<file path="config.mk">
export PLATFORM = sky130hd
export DESIGN_NAME = palette_fader_flat
export DESIGN_NICKNAME = d
export VERILOG_FILES = /design/src/rtl/palette_fader_if.sv /design/src/rtl/palette_fader.sv /design/src/flat_wrapper.sv
export SDC_FILE = /design/constraint.sdc
export NUM_CORES = 1
export LEC_CHECK = 0
export ABC_AREA = 1
export ABC_CLOCK_PERIOD_IN_PS = 5200
export CORE_MARGIN = 1.5
export CORE_UTILIZATION = 45
export DETAILED_ROUTE_END_ITERATION = 10
export DONT_BUFFER_PORTS = 1
export GPL_TIMING_DRIVEN = 0
export PLACE_DENSITY_LB_ADDON = 0.3
export SLEW_MARGIN = 30
export SYNTH_ARGS = -nofsm -noshare
export SYNTH_HDL_FRONTEND = slang
export SYNTH_SLANG_ARGS = --single-unit
</file>
<file path="constraint.sdc">
create_clock -name clk -period 5.2 [get_ports clk]
set_input_delay 1.04 -clock clk [delete_from_list [all_inputs] [get_ports clk]]
set_output_delay 1.04 -clock clk [all_outputs]
set_load 0.05 [all_outputs]
</file>
<file path="src/rtl/palette_fader_if.sv">
// Bus bundle between the palette fader, its control registers and the
// source / live palette RAM ports. The fader is the master (initiator).
interface palette_fader_if;
  logic       start;
  logic [4:0] target_level;
  logic       step_tick;
  logic       busy;
  logic       done;
  logic [4:0] cur_level;
  logic [6:0] src_addr;
  logic [7:0] src_rddata;
  logic [6:0] pal_addr;
  logic [7:0] pal_wrdata;
  logic       pal_wren;

  modport master (
    input  start, target_level, step_tick, src_rddata,
    output busy, done, cur_level, src_addr, pal_addr, pal_wrdata, pal_wren
  );

  modport slave (
    output start, target_level, step_tick, src_rddata,
    input  busy, done, cur_level, src_addr, pal_addr, pal_wrdata, pal_wren
  );
endinterface

</file>
<file path="src/rtl/palette_fader.sv">
// Palette fade engine: copies the base palette into the live palette with
// every 4-bit colour component scaled by a brightness level of 0..16.
module palette_fader #(
  parameter int ENTRIES    = 64,
  parameter int INIT_LEVEL = 16
) (
  input logic             clk,
  input logic             reset_n,
  palette_fader_if.master bus
);

  typedef enum logic [2:0] {
    S_IDLE      = 3'd0,
    S_WAIT_TICK = 3'd1,
    S_RDL       = 3'd2,
    S_RDH       = 3'd3,
    S_WRL       = 3'd4,
    S_WRH       = 3'd5
  } state_t;

  localparam logic [5:0] LAST_N     = 6'(ENTRIES - 1);
  localparam logic [4:0] INIT_LVL   = 5'(INIT_LEVEL);
  localparam logic [4:0] FULL_LEVEL = 5'd16;

  state_t     state_r;
  logic [5:0] n_r;
  logic [4:0] tgt_r;
  logic [7:0] gb_r;
  logic [3:0] r_r;
  logic       busy_r;
  logic       done_r;
  logic [4:0] level_r;
  logic [6:0] src_addr_r;
  logic [6:0] pal_addr_r;
  logic [7:0] pal_wrdata_r;
  logic       pal_wren_r;

  logic [4:0] start_tgt_s;
  logic [5:0] n_inc_s;

  // 9-bit product, divided by 16 without rounding; level 16 passes c through
  function automatic logic [3:0] scale(input logic [3:0] c, input logic [4:0] lvl);
    logic [8:0] prod;
    prod = {5'd0, c} * {4'd0, lvl};
    return prod[7:4];
  endfunction

  // Clamp the requested level and precompute the next entry index
  always_comb begin
    start_tgt_s = bus.target_level;
    if (bus.target_level > FULL_LEVEL) begin
      start_tgt_s = FULL_LEVEL;
    end else begin
      start_tgt_s = bus.target_level;
    end
    n_inc_s = n_r + 6'd1;
  end

  // Fade sequencer; every output is loaded for the state being entered
  always_ff @(posedge clk or negedge reset_n) begin
    if (!reset_n) begin
      state_r      <= S_IDLE;
      n_r          <= 6'd0;
      tgt_r        <= 5'd0;
      gb_r         <= 8'd0;
      r_r          <= 4'd0;
      busy_r       <= 1'b0;
      done_r       <= 1'b0;
      level_r      <= INIT_LVL;
      src_addr_r   <= 7'd0;
      pal_addr_r   <= 7'd0;
      pal_wrdata_r <= 8'd0;
      pal_wren_r   <= 1'b0;
    end else begin
      done_r       <= 1'b0;
      src_addr_r   <= 7'd0;
      pal_addr_r   <= 7'd0;
      pal_wrdata_r <= 8'd0;
      pal_wren_r   <= 1'b0;
      case (state_r)
        S_IDLE: begin
          if (bus.start) begin
            tgt_r  <= start_tgt_s;
            busy_r <= 1'b1;
            n_r    <= 6'd0;
            // Equal levels still run one pass to refresh the live palette
            if (start_tgt_s == level_r) begin
              state_r <= S_RDL;
            end else begin
              state_r <= S_WAIT_TICK;
            end
          end
        end
        S_WAIT_TICK: begin
          if (bus.step_tick) begin
            if (level_r < tgt_r) begin
              level_r <= level_r + 5'd1;
            end else begin
              level_r <= level_r - 5'd1;
            end
            n_r     <= 6'd0;
            state_r <= S_RDL;
          end
        end
        S_RDL: begin
          gb_r       <= bus.src_rddata;
          src_addr_r <= {n_r, 1'b1};
          state_r    <= S_RDH;
        end
        S_RDH: begin
          r_r          <= bus.src_rddata[3:0];
          pal_wren_r   <= 1'b1;
          pal_addr_r   <= {n_r, 1'b0};
          pal_wrdata_r <= {scale(gb_r[7:4], level_r), scale(gb_r[3:0], level_r)};
          state_r      <= S_WRL;
        end
        S_WRL: begin
          pal_wren_r   <= 1'b1;
          pal_addr_r   <= {n_r, 1'b1};
          pal_wrdata_r <= {4'h0, scale(r_r, level_r)};
          state_r      <= S_WRH;
        end
        S_WRH: begin
          if (n_r < LAST_N) begin
            n_r        <= n_inc_s;
            src_addr_r <= {n_inc_s, 1'b0};
            state_r    <= S_RDL;
          end else if (level_r == tgt_r) begin
            n_r     <= 6'd0;
            done_r  <= 1'b1;
            busy_r  <= 1'b0;
            state_r <= S_IDLE;
          end else begin
            n_r     <= 6'd0;
            state_r <= S_WAIT_TICK;
          end
        end
        default: begin
          n_r     <= 6'd0;
          busy_r  <= 1'b0;
          state_r <= S_IDLE;
        end
      endcase
    end
  end

  assign bus.busy       = busy_r;
  assign bus.done       = done_r;
  assign bus.cur_level  = level_r;
  assign bus.src_addr   = src_addr_r;
  assign bus.pal_addr   = pal_addr_r;
  assign bus.pal_wrdata = pal_wrdata_r;
  assign bus.pal_wren   = pal_wren_r;

endmodule

</file>
<file path="src/flat_wrapper.sv">
// flat-port wrapper written by rule: the top's interface ports become plain ports
module palette_fader_flat 
#(
  parameter int ENTRIES    = 64,
  parameter int INIT_LEVEL = 16
)
  (clk, reset_n, bus_start, bus_target_level, bus_step_tick, bus_src_rddata, bus_busy, bus_done, bus_cur_level, bus_src_addr, bus_pal_addr, bus_pal_wrdata, bus_pal_wren);
  palette_fader_if bus_i ();
  input logic clk;
  input logic reset_n;
  input wire logic [$bits(bus_i.start)-1:0] bus_start;
  input wire logic [$bits(bus_i.target_level)-1:0] bus_target_level;
  input wire logic [$bits(bus_i.step_tick)-1:0] bus_step_tick;
  input wire logic [$bits(bus_i.src_rddata)-1:0] bus_src_rddata;
  output wire logic [$bits(bus_i.busy)-1:0] bus_busy;
  output wire logic [$bits(bus_i.done)-1:0] bus_done;
  output wire logic [$bits(bus_i.cur_level)-1:0] bus_cur_level;
  output wire logic [$bits(bus_i.src_addr)-1:0] bus_src_addr;
  output wire logic [$bits(bus_i.pal_addr)-1:0] bus_pal_addr;
  output wire logic [$bits(bus_i.pal_wrdata)-1:0] bus_pal_wrdata;
  output wire logic [$bits(bus_i.pal_wren)-1:0] bus_pal_wren;
  assign bus_i.start = bus_start;
  assign bus_i.target_level = bus_target_level;
  assign bus_i.step_tick = bus_step_tick;
  assign bus_i.src_rddata = bus_src_rddata;
  assign bus_busy = bus_i.busy;
  assign bus_done = bus_i.done;
  assign bus_cur_level = bus_i.cur_level;
  assign bus_src_addr = bus_i.src_addr;
  assign bus_pal_addr = bus_i.pal_addr;
  assign bus_pal_wrdata = bus_i.pal_wrdata;
  assign bus_pal_wren = bus_i.pal_wren;
  palette_fader #(.ENTRIES(ENTRIES), .INIT_LEVEL(INIT_LEVEL)) u_core (.clk(clk), .reset_n(reset_n), .bus(bus_i));
endmodule
</file>
**Word-level counts from Yosys, hierarchy flattened**

Cells that the tools add are included.

- RAM bits: 0
- Memories kept: 0
- Output and inout bits: 30
- ROM bits: 0
- Bits of input ports: 17
- Latch bits: 0
- Flip-flop bits (word level): 56

- Multiplexer cells: 24
- Equality and inequality tests: 11
- Shift operators: 0
- $lt $le $gt $ge: 3
- Bitwise gates (word level): 2
- Div/mod/pow operators: 0
- $add $sub $neg: 3
- Multiply operators: 3
- Reductions and logical operators: 9

Operators by type and width:

| kind | number |
|---|---|
| 7-bit case mux with 2 select lines | 2 |
| 4-bit by 5-bit multiplier with 8-bit output | 3 |
| 6-bit case mux with 4 select lines | 1 |
| 6-bit 2-to-1 mux | 3 |
| 3-bit case mux with 6 select lines | 1 |
| 8-bit case mux with 2 select lines | 1 |
| 5-bit equality test | 2 |
| 5-bit 2-to-1 mux | 2 |
| 3-bit 2-to-1 mux | 3 |
| 1-bit 2-to-1 mux | 8 |
| 7-bit 2-to-1 mux | 1 |
| 6-bit by 1-bit adder with 6-bit output, second input constant | 1 |
| 3-bit by 2-bit equality test with 1-bit output, second input constant | 2 |
| 3-bit equality test, second input constant | 2 |
| 6-bit < comparator, second input constant | 1 |
| 2-bit inequality test, second input constant | 3 |
| 2-bit AND reduction | 3 |
| 5-bit by 1-bit adder with 5-bit output, second input constant | 1 |
| 5-bit greater-than comparator, second input constant | 1 |
| 5-bit < comparator | 1 |
| 5-bit by 1-bit subtractor with 5-bit output, second input constant | 1 |
| 4-bit AND reduction | 1 |
| 4-bit OR reduction | 1 |
| 3-bit by 1-bit equality test with 1-bit output, second input constant | 1 |
| other kinds (8) | 9 |

**Logic depth before layout (Yosys ltp)**

- Depth after elaboration: 6
- Mapped depth: 15
- Gate-level depth less buffers: 14

**Worst setup path after synthesis**

OpenSTA, ideal clock, no wires.

- Kind: register to register
- Start: reg u_core.level_r[1] (netlist: u_core.bus.cur_level[1])
- End: reg u_core.pal_wrdata_r[3] (netlist: u_core.bus.pal_wrdata[3])
- Cell stages (with the launch flop): 14
- Path slack: 2.098 ns
- Arrival time: 2.973 ns
- Cell sequence: dfrtp_1 buf_2 nand2_1 inv_1 fa_1 inv_1 fa_1 inv_1 ha_1 a21oi_1 o21a_1 nand2_1 o21ai_0 o21ai_0

- Cells in the longest elaborated chain, start to end: 2
- Elaborated cells between the ends (all ways): 3

RTL lines:

| item | line | source |
|---|---|---|
| from (decl) | palette_fader.sv:32 | `logic [4:0] level_r;` |
| from (signal assigned) | palette_fader.sv:97 | `level_r <= level_r + 5'd1;` |
| from (signal assigned) | palette_fader.sv:99 | `level_r <= level_r - 5'd1;` |
| 4-bit by 5-bit multiplier with 8-bit output | palette_fader.sv:44 | `prod = {5'd0, c} * {4'd0, lvl};` |
| 8-bit case mux with 2 select lines (*) | palette_fader.sv:80 | `case (state_r)` |
| to (signal assigned) | palette_fader.sv:114 | `pal_wrdata_r <= {scale(gb_r[7:4], level_r), scale(gb_r[3:0], level_r)};` |
| to (signal assigned) | palette_fader.sv:120 | `pal_wrdata_r <= {4'h0, scale(r_r, level_r)};` |
| to (decl) | palette_fader.sv:35 | `logic [7:0] pal_wrdata_r;` |

Mark *: on every way between the ends. The rest lies on a longest branch, timed or not.
A chain may end at the register's enable or synchronous reset.

**Final worst setup path**

- Start: reg u_core.level_r[2] (netlist: u_core.bus.cur_level[2])
- End: reg u_core.pal_wrdata_r[3] (netlist: u_core.bus.pal_wrdata[3])

The elaborated chain is that of the path after synthesis.

==> results.py <==
metrics = {
    "timing": {
        "worstMarginPinSlew_ps": 835,
        "period_share_pct": 68.3,
        "tns_ps": 0,
        "rsz0062_at_grt": "false",
        "drv_slew": 0,
        "hold_ws_ps": 399,
        "layout_min_cycle_time_ps": 3550,
        "fin_skew_ps": 12.1,
        "hold_violations": 0,
        "max_freq_mhz": 282,
        "setup_viol_count_final": 0,
        "slew_headroom_pct": 44.3,
    },
    "setup_path": {
        "start_kind": "flop",
        "r2r.worst_path.cells": 11,
        "r2r-end": "u_core.bus.pal_wrdata[3]$_DFF_PN0_",
        "worstSetupPathType": "flop to flop",
        "arrival_ps": 3730,
        "r2r_slack_ps": 1650,
        "crit_fanout": 10,
        "cp_data_required_time_ps": 5380,
        "critPathCaptureType": "flop",
        "timing.rr.start": "u_core.bus.cur_level[2]$_DFFE_PN0P_",
    },
    "cells_and_area": {
        "diodes": 0,
        "final_cell_area_um2": 4220,
        "nets": 592,
        "fillers": 826,
        "utilization_pct": 48.8,
        "area_growth_pct": 5.97,
        "seq_area_um2": 1400,
        "final_cell_mix": "161 x nand2_1, 97 x inv_1, 55 x dfrtp_1",
        "multi_input_area_um2": 2160,
        "mostFrequentLayoutCell": "nand2_1",
        "final_layout_size_suffix_gt1_share_pct": 4.96,
    },
    "power_and_ir_drop": {
        "peakVddDrop_mv": 0.259,
        "power_leakage_uw": 0.00243,
        "power.density_nw_per_um2": 670,
    },
    "clock_tree": {
        "clkSinkCount": 56,
        "cts-root-buf": "clkbuf_8",
        "clk_path_buf_depth": 2,
        "post_cts_buffers": 0,
        "path_clk_slew_ps": 110,
        "cts_tree": "yes",
        "h-tree-depth": 2,
        "hold_buffers": 0,
        "cts_resized": 0,
        "insertion_delay_ps": 320,
        "cts_buffers": 5,
    },
    "min_path": {
        "hold_class": "input port to async pin",
    },
    "drt": {
        "firstDrtPassIters": 4,
        "vias_per_cell": 4.97,
        "drc": 0,
        "post_drt_wl_per_cell_um": 12.8,
        "num_vias": 3142,
        "routed_wl_um": 8060,
        "postRouteAntennaNets": 0,
        "drtIter0Drc": 147,
    },
    "synthesis": {
        "ys_seq_area_share_pct": 35.3,
        "ys_ff_latch": 56,
        "synth_cell_types": 31,
        "syn_nets": 585,
        "syn_inst": 516,
        "syn_area_per_cell_um2": 7.71,
        "yosys_warnings": 0,
        "netlist_area_um2": 3980,
    },
    "place": {
        "dp_hpwl_um": 6330,
        "numPortBuffers": 0,
        "place_area_um2": 4110,
        "gp_congestion": 0.798,
    },
    "floorplanning": {
        "ios": 47,
        "row_count": 34,
        "die_area_um2": 9410,
        "coreArea_um2": 8640,
        "die_y_um": 97.0,
        "initial_core_util_pct": 46.1,
        "die_x_um": 97.0,
    },
    "global_routing": {
        "grtUsageTotal_pct": 18.5,
        "grt_max_degree": 57,
        "grt_pass1_wl_um": 14300,
        "grt_pass1_vias": 3163,
        "grt-ovfl-total": 0,
        "antenna_found_initial": 0,
    },
    "run_status": {
        "status": "completed",
    },
    "flow_run": {
        "maxCapViolations": 0,
    },
}
-- layer usage --
layer	track usage, %	wire, um	vias up	part of all wire [%]
met2	32.4	3920	44	49
met1	23.6	3750	1476	46
met5	0	0	-	0
met3	3.18	291	10	3.6
li1	-	-	1612	-
met4	5.02	108	0	1.3
-- critical path, stage by stage, from the launching register on --
cell      delay (ps)
dfrtp_1          850
clkbuf_1         440
nand2_1          130
fa_1             510
inv_1             60
fa_1             420
ha_1             340
a21oi_1          160
o21a_1           110
nand2_1           50
o21ai_0          190
o21ai_0          140
-- state kept, by name (all words and copies together), names as in the netlist --
register / cells
u_core.bus.pal_wrdata: 8
u_core.gb_r: 8
u_core.bus.pal_addr: 7
u_core.bus.src_addr: 7
u_core.n_r: 6
u_core.bus.cur_level: 5
u_core.tgt_r: 5
u_core.r_r: 4
u_core.state_r: 3
u_core.bus.busy: 1
u_core.bus.done: 1
u_core.bus.pal_wren: 1
-- cell families after synthesis --
kind of cell / Yosys count / share of synthesized area (%)
xor+xnor: 9 / 1.98
buf+inv: 106 / 10.5
fa+ha+maj: 52 / 19.4
flops: 56 / 35.3
simple gates: 234 / 24.4
compound gates: 59 / 8.49
-- metrics by stage --
step	instances	setup slack (ps)	total power, uW
final	632	1650	2830
after global routing	632	1400	3180
after CTS	632	1640	2860
after detailed placement	624	1660	2580
after global placement	624	1680	2500
after floorplan	516	2100	2190
-- worst max path at each step --
stage	from	to	slack, ps
floorplan	u_core.bus.cur_level[1]$_DFFE_PN0P_	u_core.bus.pal_wrdata[3]$_DFF_PN0_	2100
global placement	u_core.bus.cur_level[1]$_DFFE_PN0P_	u_core.bus.pal_wrdata[3]$_DFF_PN0_	1680
detailed placement	u_core.bus.cur_level[2]$_DFFE_PN0P_	u_core.bus.pal_wrdata[3]$_DFF_PN0_	1660
CTS	u_core.bus.cur_level[2]$_DFFE_PN0P_	u_core.bus.pal_wrdata[3]$_DFF_PN0_	1640
global route	u_core.bus.cur_level[2]$_DFFE_PN0P_	u_core.bus.pal_wrdata[3]$_DFF_PN0_	1400
finish	u_core.bus.cur_level[2]$_DFFE_PN0P_	u_core.bus.pal_wrdata[3]$_DFF_PN0_	1650
-- synth_stat cells, drive strengths merged --
| cell | number | area (um^2) |
|---|---|---|
| nand2 | 163 | 617 |
| inv | 97 | 364 |
| dfrtp | 55 | 1380 |
| nor2 | 38 | 145 |
| ha | 36 | 450 |
| o21ai | 32 | 183 |
| a21oi | 19 | 95.1 |
| fa | 16 | 320 |
| nand3 | 16 | 80.1 |
| buf | 6 | 41.3 |
| nand3b | 6 | 45.0 |
| nand4 | 6 | 37.5 |
| nor3 | 5 | 47.5 |
| xor2 | 5 | 43.8 |
| xnor2 | 4 | 35.0 |
| clkbuf | 2 | 7.51 |
| o211ai | 2 | 15.0 |
| a211oi | 1 | 7.51 |
| a22o | 1 | 8.76 |
| clkinv | 1 | 3.75 |
| dfstp | 1 | 26.3 |
| o21a | 1 | 7.51 |
| o21bai | 1 | 7.51 |
| o22ai | 1 | 6.26 |
| o31ai | 1 | 7.51 |
-- power breakdown --
group | total [uW] | switching (uW) | internal, uW | leakage, uW
combinational | 1660 | 1020 | 640 | 0.00164
sequential | 906 | 341 | 564 | 0.000735
clock | 258 | 157 | 102 | 0.0000515
total | 2830 | 1520 | 1310 | 0.00243
-- cell type report --
type	instances	area share [%]
plain buffers	8	1.16
clock buffers	5	1.63
clock inverters	3	0.801
inverters	98	8.72
multi-input cells	354	51.2
flip-flops and latches	56	33.3
well taps	108	3.20
Power figures use the tool's default switching activity.
